File: config.mk
export PLATFORM = sky130hd
export DESIGN_NAME = scramble_core_wrapper
export DESIGN_NICKNAME = d
export VERILOG_FILES = /design/src/rtl/scramble_core_wrapper.sv
export SDC_FILE = /design/constraint.sdc
export NUM_CORES = 1
export LEC_CHECK = 0
export CORE_UTILIZATION = 50
export CTS_BUF_LIST = sky130_fd_sc_hd__clkbuf_8 sky130_fd_sc_hd__clkbuf_16
export CTS_CLUSTER_DIAMETER = 200
export DETAILED_ROUTE_END_ITERATION = 10
export PLACE_DENSITY_LB_ADDON = 0.05
export SLEW_MARGIN = 20
export SYNTH_ARGS = -nofsm -noshare
export SYNTH_HDL_FRONTEND = slang
export SYNTH_SLANG_ARGS = --single-unit
File: constraint.sdc
create_clock -name clk -period 2.5 [get_ports clk]
set_input_delay 0.25 -clock clk [delete_from_list [all_inputs] [get_ports clk]]
set_output_delay 0.25 -clock clk [all_outputs]
set_load 0.02 [all_outputs]
File: src/rtl/scramble_core_wrapper.sv
// scramble_core_wrapper: BLE data whitening stage in the TX bit chain.
// The first HEADER_BIT_LEN bits of each packet (preamble + access address)
// pass through unchanged; every later bit (PDU + CRC) is XORed with the
// x^7+x^4+1 whitening sequence seeded from the latched channel index.
// Output is registered with exactly one clock of latency.
//
// Ports:
//   clk                                  system clock
//   rst                                  synchronous, active-high reset
//   channel_number[5:0]                  BLE channel index 0..39
//   channel_number_load                  latch channel_number (IDLE only)
//   info_bit / info_bit_valid            input bit and its single-cycle qualifier
//   info_bit_valid_last                  with valid: last bit of packet
//   info_bit_after_whitening             whitened / passed bit (holds when not valid)
//   info_bit_after_whitening_valid       output qualifier
//   info_bit_after_whitening_valid_last  with valid: last bit of packet
module scramble_core_wrapper #(
    parameter int unsigned HEADER_BIT_LEN  = 40,
    parameter int unsigned DEFAULT_CHANNEL = 37,
    parameter int unsigned BIT_COUNT_WIDTH = 12
) (
    input  logic       clk,
    input  logic       rst,
    input  logic [5:0] channel_number,
    input  logic       channel_number_load,
    input  logic       info_bit,
    input  logic       info_bit_valid,
    input  logic       info_bit_valid_last,
    output logic       info_bit_after_whitening,
    output logic       info_bit_after_whitening_valid,
    output logic       info_bit_after_whitening_valid_last
);

    typedef enum logic [1:0] {
        IDLE   = 2'd0,
        HEADER = 2'd1,
        WHITEN = 2'd2
    } state_t;

    localparam logic [5:0]                 DEFAULT_CH = 6'(DEFAULT_CHANNEL);
    localparam logic [BIT_COUNT_WIDTH-1:0] HDR_LEN    = BIT_COUNT_WIDTH'(HEADER_BIT_LEN);
    localparam logic                       HDR_ONE    = (HEADER_BIT_LEN == 1);

    // Seed places the channel index bit-reversed in s[6:1] with s[0] forced high.
    function automatic logic [6:0] lfsr_seed(input logic [5:0] ch);
        return {ch[0], ch[1], ch[2], ch[3], ch[4], ch[5], 1'b1};
    endfunction

    state_t                     state;
    logic [5:0]                 channel_reg;
    logic [6:0]                 lfsr;
    logic [BIT_COUNT_WIDTH-1:0] bit_count;

    logic [6:0]                 lfsr_step;
    logic [BIT_COUNT_WIDTH-1:0] bit_count_inc;
    logic [5:0]                 idle_channel;

    // One whitening step; s[6] is the output tap fed back into s[0] and s[4].
    assign lfsr_step     = {lfsr[5:4], lfsr[3] ^ lfsr[6], lfsr[2:0], lfsr[6]};
    assign bit_count_inc = bit_count + 1'b1;
    // In IDLE a same-cycle load takes effect before the bit is processed.
    assign idle_channel  = channel_number_load ? channel_number : channel_reg;

    // Packet FSM, whitening LFSR and registered outputs.
    always_ff @(posedge clk) begin
        if (rst) begin
            state                               <= IDLE;
            channel_reg                         <= DEFAULT_CH;
            lfsr                                <= lfsr_seed(DEFAULT_CH);
            bit_count                           <= '0;
            info_bit_after_whitening            <= 1'b0;
            info_bit_after_whitening_valid      <= 1'b0;
            info_bit_after_whitening_valid_last <= 1'b0;
        end else begin
            info_bit_after_whitening_valid      <= info_bit_valid;
            info_bit_after_whitening_valid_last <= info_bit_valid & info_bit_valid_last;

            case (state)
                IDLE: begin
                    if (channel_number_load) begin
                        channel_reg <= channel_number;
                        lfsr        <= lfsr_seed(channel_number);
                    end
                    if (info_bit_valid) begin
                        info_bit_after_whitening <= info_bit;
                        if (info_bit_valid_last) begin
                            bit_count <= '0;
                            lfsr      <= lfsr_seed(idle_channel);
                        end else begin
                            bit_count <= BIT_COUNT_WIDTH'(1);
                            state     <= HDR_ONE ? WHITEN : HEADER;
                        end
                    end
                end

                HEADER: begin
                    if (info_bit_valid) begin
                        info_bit_after_whitening <= info_bit;
                        if (info_bit_valid_last) begin
                            state     <= IDLE;
                            bit_count <= '0;
                            lfsr      <= lfsr_seed(channel_reg);
                        end else if (bit_count_inc >= HDR_LEN) begin
                            // Counter saturates here; it never advances in WHITEN.
                            state     <= WHITEN;
                            bit_count <= HDR_LEN;
                        end else begin
                            bit_count <= bit_count_inc;
                        end
                    end
                end

                WHITEN: begin
                    if (info_bit_valid) begin
                        info_bit_after_whitening <= info_bit ^ lfsr[6];
                        if (info_bit_valid_last) begin
                            state     <= IDLE;
                            bit_count <= '0;
                            lfsr      <= lfsr_seed(channel_reg);
                        end else begin
                            lfsr <= lfsr_step;
                        end
                    end
                end

                default: begin
                    state     <= IDLE;
                    bit_count <= '0;
                    lfsr      <= lfsr_seed(channel_reg);
                end
            endcase
        end
    end

endmodule
# Word level (Yosys, flattened, before mapping)
# Index checks and enable logic that the tools add are counted.
# totals
ff_bits	30
input_bits	12
output_inout_bits	3
word_cells	57
# classes
n_addsub	1
order_cmp	1
eq_ne	10
muxes	28
bitwise	3
n_reduce_logical	7
# ops
cell	count
two-way mux 12 bit	6
two-way mux 7 bit	7
case mux 12 bit (3 select lines)	1
case mux 7 bit (3 select lines)	1
two-way mux 2 bit	7
adder 12 x 1 -> 12 bit, second input constant	1
>= comparator 12 x 6 -> 1 bit, second input constant	1
inequality test 2 bit, second input constant	6
two-way mux 6 bit	1
case mux 2 bit (3 select lines)	1
AND reduction 3 bit	2
AND reduction 6 bit	1
AND reduction 4 bit	1
two-way mux 1 bit	3
inequality test 3 bit, second input constant	1
== test 2 x 1 -> 1 bit, second input constant	1
== test 2 bit, second input constant	1
logical NOT 2 bit	1
inequality test 2 x 1 -> 1 bit, second input constant	1
case mux 1 bit (2 select lines)	1
nonzero test 2 bit	1
OR reduction 2 bit	1
XOR 1 bit	2
bitwise AND 1 bit	1

# Longest topological paths before layout
# Gate-level depths: netlist of run 1.
# depth
ltp_word	6
ltp_mapped	8
depth_no_buf	7

# Worst setup path before layout of run 1
# Ideal clock, no wire load.
# synth_path
path_kind	register to register
startpoint	reg bit_count[0]
endpoint	reg bit_count[1]
setup_time_ns	0.060
t_arrival_ns	1.756
required_ns	2.440
path_slack_ns	0.684
stages_incl_launch_ff	7
path_buffers	0
synth_period_minus_slack_ns	1.816
cell_sequence	dfxtp_1 -> ha_1 -> and4_1 -> and2_1 -> o311a_1 -> nor3_4 -> a41o_1
# synth_between
elab_chain_cells	6
# synth_lines
item	line	source
start: declaration	52	logic [BIT_COUNT_WIDTH-1:0] bit_count;
start signal: assignment	108	bit_count <= bit_count_inc;
adder 12 x 1 -> 12 bit *	60	assign bit_count_inc = bit_count + 1'b1;
>= comparator 12 x 6 -> 1 bit	103	end else if (bit_count_inc >= HDR_LEN) begin
two-way mux 12 bit *	103	
two-way mux 12 bit *	99	if (info_bit_valid_last) begin
two-way mux 12 bit *	97	if (info_bit_valid) begin
case mux 12 bit (3 select lines) *	78	case (state)
# Mark *: on every way between the ends. The rest lies on a longest branch, timed or not. The select of a mux whose other input is x is not followed.
# A chain may end at the register's enable or synchronous reset.

# Final worst setup path of run 1
# Same ends and word-level chain as after synthesis.

==> impl_metrics.yaml, run 1 <==
status:
  status: "completed"
detailed_routing:
  drt_wl_total_um: 3815
  wire_per_inst_um: 14.45
  num_vias: 1595
  post-route-drc-count: 0
  avgViaCountPerCell: 6.042
  drt_iter0_drc: 123
  firstDrtPassIters: 4
  ant_nets: 0
sta:
  finalSetupTns_ns: 0
  fin_crit_sh: 0.8278
  period_minus_slack_ns: 2.069
  hold_viol: 0
  worst_pin_slew_ns: 0.5046
  drv_slew: 0
  setup_violations: 0
  relSlewSlack: 0.6631
  rsz0062_at_grt: "false"
  final.setup_skew_ns: 0.007713
  hold_ws_ns: 0.5018
  max_freq_ghz: 0.4832
flow_run:
  cap_violations: 0
pwr:
  p_per_area_mw_per_mm2: 520.8
  ir_drop_mv: 0.2879
  p_leak_nw: 0.7399
critical_path:
  worstSetupEndpointType: "flip-flop"
  path_max_fanout: 7
  worstPathArrival_ns: 2.31
  slowest_delay_ns: 0.40
  startpoint_type: "flip-flop"
  r2r_slack_ns: 0.43
  cp-startpoint: "bit_count[0]$_SDFFE_PP0P_"
  crit_family: "simple AND/OR/NAND/NOR gates"
  worstSetupPathType: "reg2reg"
  cp.required_ns: 2.74
  cp_slowest_cell: "dfxtp_1"
  reg2reg_depth: 6
  crit_buf_inv: 0
  r2r_end: "bit_count[1]$_SDFFE_PP0P_"
  worstPathCellList: "ha_1, and4_1, and2_1, o311a_1, nor3_4, a41o_1"
  r2r_start: "bit_count[0]$_SDFFE_PP0P_"
synth:
  synth_edf_count: 0
  synthMuxAreaShare: 0.02999
  yosysSeqAreaShare: 0.3511
  synth_ff_type: "dfxtp_1"
  synth_top_family_by_area: "simple AND/OR/NAND/NOR gates"
  synth-compound-area-share: 0.2568
  synth.ff_latch_count: 30
  synth_cell_types: 50
  synthXorXnorAreaFrac: 0.01536
  yosysWarnings: 0
  synth_simple_gate_area_frac: 0.3050
  synthesis.nets: 219
  synthCells: 206
  post_synth_fa_ha_maj_area_fraction: 0.007315
  syn_area_per_cell_um2: 8.303
  async_flop_share: 0
  syn_area_mm2: 0.001710
layout:
  area_delta_synth_final_pct: 15.51
  drive_above_1_share: 0.08182
  diodes: 0
  largest_reg_flops: 12
  final_nets: 233
  post-route-cell-area_mm2: 0.001976
cts:
  cts_made_buffers: 5
  root_buffer: "clkbuf_8"
  clk_latency_ns: 0.29
  cts_resized: 0
  cts_tree: "done"
  clk_pin_slew_ns: 0.06
  postCtsSetupRepairBufs: 0
  ctsHoldBuffers: 0
  htreeDepth: 2
  max-clock-path-buffers: 2
  cts.sinks: 30
min_path:
  worstHoldPathType: "reg2reg"
  whs_endpoint: "bit_count[11]$_SDFFE_PP0P_"
  holdPathStages: 1
  worstHoldStart: "bit_count[11]$_SDFFE_PP0P_"
global_routing:
  grt_max_degree: 28
  antenna_found_initial: 0
  grt_overflow_total: 0
  grt_pass1_wl_um: 6665
  grt_usage: 0.2469
  grt_pass1_vias: 1445
floorplan:
  die_h_um: 60.49
  core_area_mm2: 0.003153
  die_area_mm2: 0.003658
  start_util: 0.5425
  num_io_pins: 15
  fp.dieW_um: 60.49
  num_rows: 20
place:
  gp_congestion: 0.8143
  dp_hpwl_um: 2642
  placed_area_mm2: 0.001899
  numPortBuffers: 14
worst max path at each step:
stage                                            to  slack (ns)  cells after the start
after detailed placement       lfsr[4]$_SDFFE_PP1P_        0.33                      7
after CTS                 bit_count[1]$_SDFFE_PP0P_        0.45                      6
after global placement         lfsr[4]$_SDFFE_PP1P_        0.30                      7
after global routing      bit_count[5]$_SDFFE_PP0P_        0.28                      7
final                     bit_count[1]$_SDFFE_PP0P_        0.43                      6
after floorplan           bit_count[1]$_SDFFE_PP0P_        0.68                      6
power by group:
part           switching, mW  internal (mW)
clock                  0.176          0.183
sequential            0.0234          0.501
combinational         0.0733         0.0716
per-stage QoR:
stage	cells	setup slack, ns	total power [mW]	util
3_3_place_gp	257	0.3032	0.6741	0.6024
3_5_place_dp	257	0.3281	0.6787	0.6024
6_report	264	0.4306	1.029	0.6266
5_1_grt	264	0.2813	1.085	0.6266
2_1_floorplan	206	0.6844	0.6244	-
4_1_cts	264	0.4538	1.042	0.6266
Yosys cell counts, types with 2 or more instances:
cell type  number  area, µm²
a211o_1         3      26.28
o21ai_0         4      20.02
o31ai_1         2      15.01
nand2_1        19      71.32
o21a_1          2      15.01
buf_2           2      10.01
nor2b_1        10      62.56
nand3_1         3      15.01
inv_1           2      7.510
nand4_1         4      25.02
nor2_1         15      56.30
nor4b_1         2      17.52
clkbuf_1       11      41.29
dfxtp_1        30      600.6
a31oi_1         5      31.28
xnor2_1         3      26.28
a22oi_1         3      22.52
and3_1          7      43.79
nor3_1          7      35.03
a21oi_1        10      50.05
nand2b_1        5      31.28
mux2i_1         4      40.04
a21o_1          3      22.52
a211oi_1       11      82.58
o22ai_1         2      12.51
and2_1          9      56.30
o32ai_1         5      43.79
worst reg2reg max path: stages (launching register included):
cell     delay, ns
dfxtp_1       0.40
ha_1          0.31
and4_1        0.28
and2_1        0.18
o311a_1       0.34
nor3_4        0.29
a41o_1        0.21
cells by family after synthesis:
family	after synthesis
buffers and inverters	15
muxes	5
adders and majority gates	1
and+or+nand+nor	92
xor gates and xnor gates	3
DFF	30
AOI/OAI and AO/OA	60
area by class of cell:
| type | instances | area [µm²] |
|---|---|---|
| tap | 44 | 55.05 |
| clock inverter | 2 | 7.507 |
| multi-input combinational | 161 | 1051 |
| sequential | 30 | 600.6 |
| timing repair buffer | 20 | 185.2 |
| fill | 304 | 1177 |
| inverter | 2 | 7.507 |
| clock buffer | 5 | 68.82 |
per-layer routing:
metal / share of wire / vias to the layer above / wire, µm / track usage
met5: 0 / - / 0 / 0
met4: 0.014 / 0 / 55 / 0.09091
met3: 0.057 / 6 / 216 / 0.07676
met2: 0.46 / 39 / 1736 / 0.3705
met1: 0.47 / 750 / 1807 / 0.3342
li1: - / 800 / - / -
layout by cell type, fill, tap and decap left out, types with 5 or more instances in the layout:
cell type	instances
a211oi_1	11
a21oi_1	10
a31oi_1	5
and2_1	9
and3_1	7
buf_4	6
clkbuf_8	5
clkdlybuf4s50_1	14
dfxtp_1	30
nand2_1	19
nand2b_1	5
nor2_1	15
nor2b_1	10
nor3_1	7
o32ai_1	5
(Power assumes the default switching activity.)
==> run 2: changes to the inputs <==
==> constraint.sdc (replaced) <==
create_clock -name clk -period 1.7 [get_ports clk]
set_input_delay 0.17 -clock clk [delete_from_list [all_inputs] [get_ports clk]]
set_output_delay 0.17 -clock clk [all_outputs]
set_load 0.02 [all_outputs]
==> impl_metrics.yaml, run 2 (same netlist as run 1, synthesis figures left out) <==
cts:
  clk_latency_ns: 0.29
  clk_pin_slew_ns: 0.07
  max-clock-path-buffers: 2
  cts_tree: "done"
  cts.sinks: 30
  htreeDepth: 2
  root_buffer: "clkbuf_8"
  cts_made_buffers: 5
global_routing:
  grt_overflow_total: 0
  grt_usage: 0.2590
  grt_pass1_vias: 1558
  grt_max_degree: 28
  grt_pass1_wl_um: 6982
  antenna_found_initial: 0
layout:
  final_common_cell: "buf_4"
  drive_above_1_share: 0.2480
  largest_reg_flops: 12
  diodes: 0
  final_cell_mix: "buf_4, dfxtp_1, nand2_1, nor2_1, clkdlybuf4s50_1"
  finalNonFillerCells: 290
  area_delta_synth_final_pct: 33.28
  final_nets: 259
flow_run:
  cap_violations: 0
critical_path:
  cp.required_ns: 1.93
  slowest_delay_ns: 0.34
  startpoint_type: "flip-flop"
  worstSetupPathType: "reg2reg"
  worstPathArrival_ns: 1.96
  r2r_slack_ns: -0.03
  worstSetupEndpointType: "flip-flop"
  worstPathCellList: "ha_4, and4_4, a211oi_2, nand2b_4, nand2_4, nor3_4, a41o_1"
  path_max_fanout: 5
  cp_slowest_cell: "dfxtp_2"
  crit_family: "simple AND/OR/NAND/NOR gates"
  crit_buf_inv: 0
pwr:
  p_leak_nw: 0.9045
  p_clk_frac: 0.343
  switching_share: 0.2680
  p_per_area_mw_per_mm2: 679.5
  power.share.sequential: 0.495
  ir_drop_mv: 0.5199
  p_int_mw: 1.134
  p_sw_uw: 415.1
  comb_power_share: 0.161
floorplan:
  num_io_pins: 15
  core_area_mm2: 0.003153
  fp.dieW_um: 60.49
  num_rows: 20
  die_area_mm2: 0.003658
  die_h_um: 60.49
  start_util: 0.5425
sta:
  max_freq_ghz: 0.5781
  final.setup_skew_ns: 0.01067
  setup_violations: 2
  worst_pin_slew_ns: 0.4862
  fin_crit_sh: 1.017
  relSlewSlack: 0.6747
  rsz0062_at_grt: "true"
  hold_viol: 0
  drv_slew: 0
  fin_ws_ns: -0.02973
  period_minus_slack_ns: 1.730
  hold_ws_ns: 0.3957
  finalSetupTns_ns: -0.03289
place:
  dp_hpwl_um: 2999
  placedCellCount: 282
  numPortBuffers: 14
  gp_congestion: 0.8652
detailed_routing:
  wire_per_inst_um: 15.40
  num_vias: 1777
  firstDrtPassIters: 4
  drt_wl_total_um: 4465
  ant_nets: 0
  post-route-drc-count: 0
  drt_iter0_drc: 97
  avgViaCountPerCell: 6.128
status:
  failed_checks: "setup timing"
  status: "finished with violations"
min_path:
  worstHoldPathType: "in2reg"
run 2: changes by cell type in the layout (fill, tap and decap cells not counted), moves of 2 or more:
cell,delta
buf_4,+22
dfxtp_1,-6
dfxtp_2,+6
buf_6,+4
nor4b_1,-2
nor4b_2,+2
run 2: area by class of cell:
class	count	area [µm²]
multi-input combinational	161	1135
fill	264	873.3
sequential	30	608.1
timing repair buffer	46	397.9
clock buffer	5	68.82
tap	44	55.05
clock inverter	2	7.507
inverter	2	7.507
run 2: worst paths after layout:
kind	start	to	cells past startpoint
hold / removal	info_bit_valid_last	info_bit_after_whitening_valid_last$_SDFF_PP0_	3
setup reg to reg	bit_count[1]$_SDFFE_PP0P_	bit_count[1]$_SDFFE_PP0P_	7
setup / recovery	bit_count[1]$_SDFFE_PP0P_	bit_count[1]$_SDFFE_PP0P_	7
hold reg to reg	bit_count[11]$_SDFFE_PP0P_	bit_count[11]$_SDFFE_PP0P_	1
run 2: worst reg2reg max path: stages, from the launching register on:
cell,delay (ns)
dfxtp_2,0.34
ha_4,0.16
and4_4,0.21
a211oi_2,0.20
nand2b_4,0.19
nand2_4,0.07
nor3_4,0.31
a41o_1,0.20
run 2: timing repair:
action                                  CTS  global route
buffers inserted                          0             1
endpoints found under the hold margin     0             0
hold buffers                              0             0
endpoints found under the setup margin    5            16
pin swaps                                 2            10
resized for setup                         1            21
run 2: metal layers:
metal / track usage / routed length, µm / vias to the layer above
li1: - / - / 849
met3: 0.04478 / 286 / 10
met2: 0.3956 / 2082 / 77
met4: 0.1461 / 84 / 0
met1: 0.3460 / 2011 / 841
met5: 0 / 0 / -
run 2: power by group through the flow:
| stage | Clock, mW | Combinational (mW) | Sequential [mW] |
|---|---|---|---|
| finish | 0.532 | 0.250 | 0.767 |
| global route | 0.570 | 0.272 | 0.771 |
| CTS | 0.543 | 0.245 | 0.766 |
| detailed placement | 0 | 0.242 | 0.781 |
| global placement | 0 | 0.234 | 0.780 |
| floorplan | 0 | 0.140 | 0.779 |
run 2: stage by stage:
step | worst slack [ns] | utilization | cell area [µm²] | total power, mW
4_1_cts | 0.0005165 | 0.6921 | 2182 | 1.553
6_report | -0.02973 | 0.7230 | 2280 | 1.549
3_3_place_gp | -0.1777 | 0.6659 | 2100 | 1.013
5_1_grt | -0.1111 | 0.7230 | 2280 | 1.614
3_5_place_dp | -0.1999 | 0.6659 | 2100 | 1.023
2_1_floorplan | 0.02882 | - | 1723 | 0.9190
